==> config.mk <==
export PLATFORM = sky130hd
export DESIGN_NAME = rf_wb_arbiter
export DESIGN_NICKNAME = d
export VERILOG_FILES = /design/src/rtl/rf_wb_arbiter.sv
export SDC_FILE = /design/constraint.sdc
export NUM_CORES = 1
export LEC_CHECK = 0
export ABC_AREA = 1
export CAP_MARGIN = 20
export CORE_ASPECT_RATIO = 2
export CORE_MARGIN = 1
export CORE_UTILIZATION = 42
export DETAILED_ROUTE_END_ITERATION = 8
export PLACE_DENSITY_LB_ADDON = 0.2
export SLEW_MARGIN = 15
export SYNTH_ARGS = -nofsm -noshare
export SYNTH_HDL_FRONTEND = slang
export SYNTH_SLANG_ARGS = --single-unit
==> constraint.sdc <==
create_clock -name clk -period 3.1 [get_ports clk]
set_input_delay 0.775 -clock clk [delete_from_list [all_inputs] [get_ports clk]]
set_output_delay 0.775 -clock clk [all_outputs]
set_load 0.02 [all_outputs]
==> src/rtl/rf_wb_arbiter.sv <==
// rtl/rf_wb_arbiter.sv - write-port arbiter and busy scoreboard for the 32x32 register file
//
// Two writeback sources share the single register-file write port:
//   port 0 = ALU, port 1 = load/multi-cycle unit.
// A per-register busy scoreboard tracks issued-but-unwritten destinations
// so decode can detect RAW hazards on its two source operands.
// Writes to x0 are handshaken normally but never reach the register file.
//
// Build option: RR_ARB_EN
//   defined   - round-robin on contention (port 0 wins the first one after reset)
//   undefined - fixed priority, port 1 always wins contention
//
// Ports:
//   clk, rst                  clock, asynchronous active-high reset
//   wb0_valid/rd/data, wb0_ready   ALU writeback request and combinational grant
//   wb1_valid/rd/data, wb1_ready   load/mul writeback request and combinational grant
//   iss_valid, iss_rd         decode issues an instruction writing iss_rd
//   chk_rs1, chk_rs2          hazard-check source indices
//   rs1_busy, rs2_busy        combinational busy lookup for the check indices
//   RegWrite, Rd, Write_data  registered register-file write port
//   busy                      registered scoreboard vector
module rf_wb_arbiter #(
    parameter int NUM_REGS = 32,
    parameter int ADDR_W   = 5,
    parameter int DATA_W   = 32
) (
    input  logic                clk,
    input  logic                rst,
    input  logic                wb0_valid,
    input  logic [ADDR_W-1:0]   wb0_rd,
    input  logic [DATA_W-1:0]   wb0_data,
    output logic                wb0_ready,
    input  logic                wb1_valid,
    input  logic [ADDR_W-1:0]   wb1_rd,
    input  logic [DATA_W-1:0]   wb1_data,
    output logic                wb1_ready,
    input  logic                iss_valid,
    input  logic [ADDR_W-1:0]   iss_rd,
    input  logic [ADDR_W-1:0]   chk_rs1,
    input  logic [ADDR_W-1:0]   chk_rs2,
    output logic                rs1_busy,
    output logic                rs2_busy,
    output logic                RegWrite,
    output logic [ADDR_W-1:0]   Rd,
    output logic [DATA_W-1:0]   Write_data,
    output logic [NUM_REGS-1:0] busy
);

    logic                r_reg_write;
    logic [ADDR_W-1:0]   r_rd;
    logic [DATA_W-1:0]   r_wdata;
    logic [NUM_REGS-1:0] r_busy;

    logic                w_pick0;
    logic                w_gnt0;
    logic                w_gnt1;
    logic                w_xfer;
    logic [ADDR_W-1:0]   w_win_rd;
    logic [DATA_W-1:0]   w_win_data;
    logic [NUM_REGS-1:0] w_busy_next;

`ifdef RR_ARB_EN
    // Remembers the port that made the most recent transfer; on contention
    // the other port wins. Reset to 1 so port 0 wins the first contention.
    logic r_last_grant;

    assign w_pick0 = r_last_grant;

    always_ff @(posedge clk or posedge rst) begin
        if (rst) begin
            r_last_grant <= 1'b1;
        end else if (w_xfer) begin
            r_last_grant <= w_gnt1;
        end
    end
`else
    // Port 1 always wins contention; bursty load traffic makes starvation
    // of the ALU port acceptable.
    assign w_pick0 = 1'b0;
`endif

    // Grants are mutually exclusive and never raised without a request.
    assign w_gnt0 = wb0_valid & (~wb1_valid | w_pick0);
    assign w_gnt1 = wb1_valid & ~w_gnt0;
    assign w_xfer = w_gnt0 | w_gnt1;

    assign wb0_ready = w_gnt0;
    assign wb1_ready = w_gnt1;

    assign w_win_rd   = w_gnt1 ? wb1_rd   : wb0_rd;
    assign w_win_data = w_gnt1 ? wb1_data : wb0_data;

    // Write port register: one-cycle latency, one write per cycle.
    // An x0 transfer is consumed but produces no write enable.
    always_ff @(posedge clk or posedge rst) begin
        if (rst) begin
            r_reg_write <= 1'b0;
            r_rd        <= '0;
            r_wdata     <= '0;
        end else begin
            r_reg_write <= w_xfer && (w_win_rd != '0);
            if (w_xfer) begin
                r_rd    <= w_win_rd;
                r_wdata <= w_win_data;
            end
        end
    end

    // Scoreboard: clear happens at the end of the RegWrite cycle (the file
    // read is still stale during it); a same-edge issue to the same index
    // overrides the clear because a newer writer is now outstanding.
    always_comb begin
        w_busy_next = r_busy;
        if (r_reg_write) begin
            w_busy_next[r_rd] = 1'b0;
        end
        if (iss_valid && (iss_rd != '0)) begin
            w_busy_next[iss_rd] = 1'b1;
        end
        w_busy_next[0] = 1'b0;
    end

    always_ff @(posedge clk or posedge rst) begin
        if (rst) begin
            r_busy <= '0;
        end else begin
            r_busy <= w_busy_next;
        end
    end

    // busy[0] is held at 0, so index 0 naturally reads as not busy.
    assign rs1_busy = r_busy[chk_rs1];
    assign rs2_busy = r_busy[chk_rs2];

    assign RegWrite   = r_reg_write;
    assign Rd         = r_rd;
    assign Write_data = r_wdata;
    assign busy       = r_busy;

endmodule

==> results of run 1 <==
## sequential cells by signal, summed over array words and instances, names as in the netlist
| signal | flops |
|---|---|
| Write_data | 32 |
| busy | 31 |
| Rd | 5 |
| RegWrite | 1 |
## tightest hold or removal path: stages, from the launching register on
cell	delay [ns]
dfrtp_1	0.34
nand2_1	0.06
nand3_1	0.07
## path summary, 6_finish.rpt
check	endpoint	slack, ns	cells past startpoint
max in group asynchronous	Write_data[19]	1.68	3
setup / recovery	rs2_busy	0.11	12
hold / removal	Write_data[5]	0.49	2
hold reg to reg	Write_data[5]	0.49	2
setup reg to reg	busy[18]	1.74	4
min in group asynchronous	Write_data[10]	0.82	2
## power by group
part	total, mW	internal (mW)	switching (mW)
clock network	1.10	0.724	0.379
logic	1.37	0.643	0.732
registers	1.36	1.11	0.251
## cells by family after synthesis
| family | count (synthesis) | share of synthesized area, % |
|---|---|---|
| AOI/OAI and AO/OA | 70 | 9.74 |
| buffers and inverters | 52 | 7.50 |
| DFF | 69 | 47.5 |
| muxes | 1 | 0.275 |
| other | 1 | 0.103 |
| and+or+nand+nor | 300 | 34.9 |
## metrics by stage
step	worst slack, ns	util, %	area [sq um]
2_1_floorplan	0.585	-	3640
3_3_place_gp	-0.286	64.8	5410
3_5_place_dp	-0.300	64.8	5410
4_1_cts	0.0147	68.7	5740
5_1_grt	0.0207	68.6	5730
6_report	0.110	68.6	5730
## cell usage in the layout (no fill, tap or decap), types with 2 or more instances in the layout
cell type and instances:
clkbuf_16 9, nand2_1 190, buf_12 3, o21ai_0 69, clkinv_2 2, dfrtp_1 69, inv_6 2, clkdlybuf4s50_1 164
inv_1 28, buf_4 10, nand3_1 106, bufinv_16 2
## metal layers
metal	wire, um	vias to the layer above	part of all wire (%)
met5	0	-	0
met4	762	0	5.9
met3	888	55	6.9
met2	7100	226	55
met1	4140	1945	32
li1	-	1962	-
## what timing repair did
item,CTS,global route
gates resized for setup,5,3
buffers inserted,0,0
setup endpoints to repair,2,2
cloned,0,0
endpoints found under the hold margin,0,0
hold buffers,0,0
## layout make-up
cell class / count / area share, %
Timing Repair Buffer: 179 / 31.2
Sequential cell: 69 / 30.2
Multi-Input combinational cell: 372 / 28.6
Clock buffer: 10 / 4.17
Inverter: 31 / 2.21
Tap cell: 98 / 2.14
Clock inverter: 6 / 1.51
==> reports/metrics.cfg, run 1 <==
[place]
dp.cells=749
place.gp.congestion=1.02
port_buffers=166
dp_hpwl_um=9860

[clock_tree]
numCtsBuffers=9
clkTransAtPathRegs_ns=0.05
cts_root_buffer=clkbuf_16
cts_tree=done
cts_num_sinks=69
clkLatencyLatePin_ns=0.33
clockBufferDepth=2
h-tree-depth=3

[setup_path]
r2r_start=Rd[0]
startpoint=chk_rs2[0]
cp_slowest_cell=clkdlybuf4s50_1
slowest_delay_ns=0.44
crit_required_ns=2.32
path_cells=clkdlybuf4s50_1 > buf_12 > inv_6 > nand2_1 > nand3_1 > nand3_1 > nand2_2 > nand2_1 > nand2_1 > nand2_1 > nand2_1 > buf_2
crit_type=in -> out
start_kind=input port
cp_common_cell=nand2_1
cp.buffers_inverters=4
endpoint_kind=primary output
worstPathMaxFanout=17
crit_family=buffers and inverters
worstPathArrival_ns=2.22

[global_route]
busiest_layer=met2
grt_pass1_wl_um=20000
grt_util_met2_pct=53.7
grt_max_degree=41
globalRouteMet3Util_pct=7.96
overflow=0
grtUsageTotal_pct=30.0
antenna_found_initial=0
grt_pass1_vias=4136
use_met1_pct=28.3

[synthesis]
yosysTopAreaCellShare_pct=47.5
syn-num-nets=587
synthArstFlopShare_pct=100
syn_avg_cell_area_sq_um=7.38
synth_cells=493
ys_seq_area_share_pct=47.5
ys_warn_count=0
netlist_top_cells_count=191 x nand2_1, 106 x nand3_1, 69 x dfrtp_1, 69 x o21ai_0, 29 x inv_1
synth.distinct_cells=16
syn-cell-area_sq_um=3640
ys_top_cells_by_area=dfrtp_1 47%, nand2_1 20%, nand3_1 15%, o21ai_0 9.5%, inv_1 3.0%
ys_seq_elements=69
yosysTopAreaCell=dfrtp_1
synth_edf_count=0
synthMostInstantiatedCell=nand2_1
ys.flop_type=dfrtp_1

[cells_and_area]
multiInputGateArea_sq_um=1640
nFillCells=751
ff_latch_area_sq_um=1730
final_net_count=756
syn_to_final_growth_pct=57.5
instances_no_fill=765
drive_gt1_share_pct=5.55
n_antenna_cell=0

[outcome]
outcome=finished, final reports clean

[route]
drt_iter0_markers=273
drc_errors=0
first_pass_iters=7
finalWirelength_um=12900
via_per_inst=5.47
routed-via-count=4188
ant_nets=0
wl_per_cell_um=16.9

[floorplanning]
boundaryPins=168
initial_core_util_pct=43.5
placement_rows=47
die_area_sq_um=9060
core_area_sq_um=8350
die_y_um=134
die_x_um=67.8

[sta]
rsz0062_at_grt=false
slew_viol_final=0
hold_ws_ns=0.492
slew_headroom_pct=41.2
fmax_ghz=0.334
hold_viol=0
finalSetupViolCount=0
setup_tns_ns=0
finClkSkew_ns=0.00503
worst_slew_pin_slew_ns=0.880
period_share_pct=96.5
period_needed_ns=2.99

[power]
leakage_nw=2.59
ir_worst_vdd_mv=0.429
powerDensity_nw_per_um2=670
finalPower_mw=3.84

[flow_run]
maxCapViolCount=0

[hold_path]
worstHoldStart=Write_data[5]
hold_class=reg -> reg

Power figures use the tool's default switching activity.
==> run 2: changes to the inputs <==
CORE_UTILIZATION = 38   (was 42)
clock period = 2.7 ns   (was 3.1 ns; I/O delays follow)
==> reports/metrics.cfg, run 2 (synthesized netlist as in run 1, its figures left out) <==
[outcome]
outcome=complete, but fails checks
violations=DRC

[floorplanning]
die_x_um=71.2
initial_core_util_pct=39.0
core_area_sq_um=9320
die_y_um=140
boundaryPins=168
die_area_sq_um=9990
placement_rows=50

[clock_tree]
clkTransAtPathRegs_ns=0.05
cts_num_sinks=69
h-tree-depth=3
clkLatencyLatePin_ns=0.32
cts_tree=done
clockBufferDepth=2
cts_hold_buf=0
numCtsBuffers=9
cts_root_buffer=clkbuf_16

[cells_and_area]
largest_reg_flops=32
fin_area_sq_um=5810
n_antenna_cell=0
instances_no_fill=774
nFillCells=840
syn_to_final_growth_pct=59.7
mostFrequentLayoutCells=191 x nand2_1, 158 x clkdlybuf4s50_1, 105 x nand3_1, 69 x dfrtp_1, 69 x o21ai_0
drive_gt1_share_pct=6.27
layout_commonest_cell=nand2_1
final_core_util_pct=62.3
final_net_count=761

[power]
leakage_nw=2.67
ir_worst_vdd_mv=0.393
p_clk_share_pct=26.6
p_int_mw=2.76
p_seq_share_pct=36.4
finalPower_mw=4.27
combPwrFrac_pct=37.1
p_switching_mw=1.51
switching_share_pct=35.4
powerDensity_nw_per_um2=735

[setup_path]
endpoint_kind=primary output
cp_slowest_cell=dlygate4sd2_1
start_kind=input port
timing.rr.end=busy[26]
rr_worst_depth=4
worstSetupEndpoint=rs1_busy
cp_common_cell=nand2_1
crit_required_ns=2.03
worstPathMaxFanout=7
slowest_delay_ns=0.30
ff2ff_setup_slack_ns=1.33
worstPathArrival_ns=1.91
crit_type=in -> out
path_cells=dlygate4sd2_1 > bufbuf_16 > nand2_1 > nand3_1 > nand3_1 > nand2_1 > nand2_1 > nand2_1 > nand2_1 > nand2_1 > buf_4
r2r_start=Rd[0]
startpoint=chk_rs1[0]

[global_route]
overflow=0
antenna_found_initial=0
grtUsageTotal_pct=27.1
grt_pass1_wl_um=20500
grt_pass1_vias=4213
grt_max_degree=70

[sta]
setup_tns_ns=0
setup_slack_ns=0.119
fmax_ghz=0.388
finalSetupViolCount=0
slew_viol_final=0
period_needed_ns=2.58
rsz0062_at_grt=false
finClkSkew_ns=0.00210
hold_ws_ns=0.493
period_share_pct=95.6
hold_viol=0

[route]
ant_nets=0
drc_errors=8
first_pass_iters=8
drt_iter0_markers=141
routed-via-count=4077
wl_per_cell_um=16.8
finalWirelength_um=13000
via_per_inst=5.27

[place]
place.gp.congestion=0.925
port_buffers=166
dp.cells=755
pre_cts_ws_ns=-0.573
dp_hpwl_um=9820
dpl_cell_area_sq_um=5420

[hold_path]
hold_class=reg -> reg

[flow_run]
maxCapViolCount=0

run 2: cell count changes in the layout (fill, tap and decap cells not counted), sizes merged, moves of 2 or more:
cell,previous run,this run
buf,14,18
dlymetal6s2s,0,3
clkdlybuf4s50,164,158
dlygate4sd2,0,2
bufbuf,0,2
clkinv,3,1
run 2: worst min path at each step:
stage,start,to,slack (ns),cells past startpoint
after global routing,Write_data[17],Write_data[17],0.52,2
after global placement,Write_data[6],Write_data[6],0.48,2
after CTS,Write_data[24],Write_data[24],0.50,2
after detailed placement,Write_data[24],Write_data[24],0.48,2
after floorplan,Write_data[16],Write_data[16],0.60,2
final,Write_data[24],Write_data[24],0.49,2
run 2: final cells by class:
| class | instances | area (sq um) | share of cell area (%) |
|---|---|---|---|
| repair buffers | 184 | 1890 | 32.6 |
| well taps | 104 | 130 | 2.24 |
| clock inverters | 2 | 35.0 | 0.603 |
| multi-input cells | 372 | 1640 | 28.3 |
| clock buffers | 12 | 246 | 4.24 |
| inverters | 31 | 134 | 2.31 |
| flip-flops and latches | 69 | 1730 | 29.7 |
run 2: power groups by stage:
stage                     Sequential, mW  Clock (mW)  Combinational [mW]
final                               1.55        1.13                1.58
after global routing                1.59        1.19                1.70
after CTS                           1.55        1.15                1.58
after detailed placement            1.56           0                1.56
after global placement              1.56           0                1.54
after floorplan                     1.77           0               0.471
run 2: what timing repair did:
| action | CTS | global route |
|---|---|---|
| gates cloned | 2 | 0 |
| resized for setup | 21 | 6 |
| buffers inserted | 3 | 0 |
| endpoints found under the setup margin | 2 | 3 |
run 2: critical path: cells and delay by family:
kind	cells	cell delay, ns
buffers and inverters	3	0.73
AND/OR/NAND/NOR	8	0.49
run 2: layer usage:
layer  GRT usage [%]  share of wire [%]
met1            26.2                 34
met2            48.8                 55
met3            6.98                6.6
met4            18.4                4.9
met5               0                  0
==> run 3: changes to the inputs <==
GPL_ROUTABILITY_DRIVEN = 1   (was unset)
==> results of run 3 <==
Same layout as run 2: the final DEF is identical, and so are final timing and power.
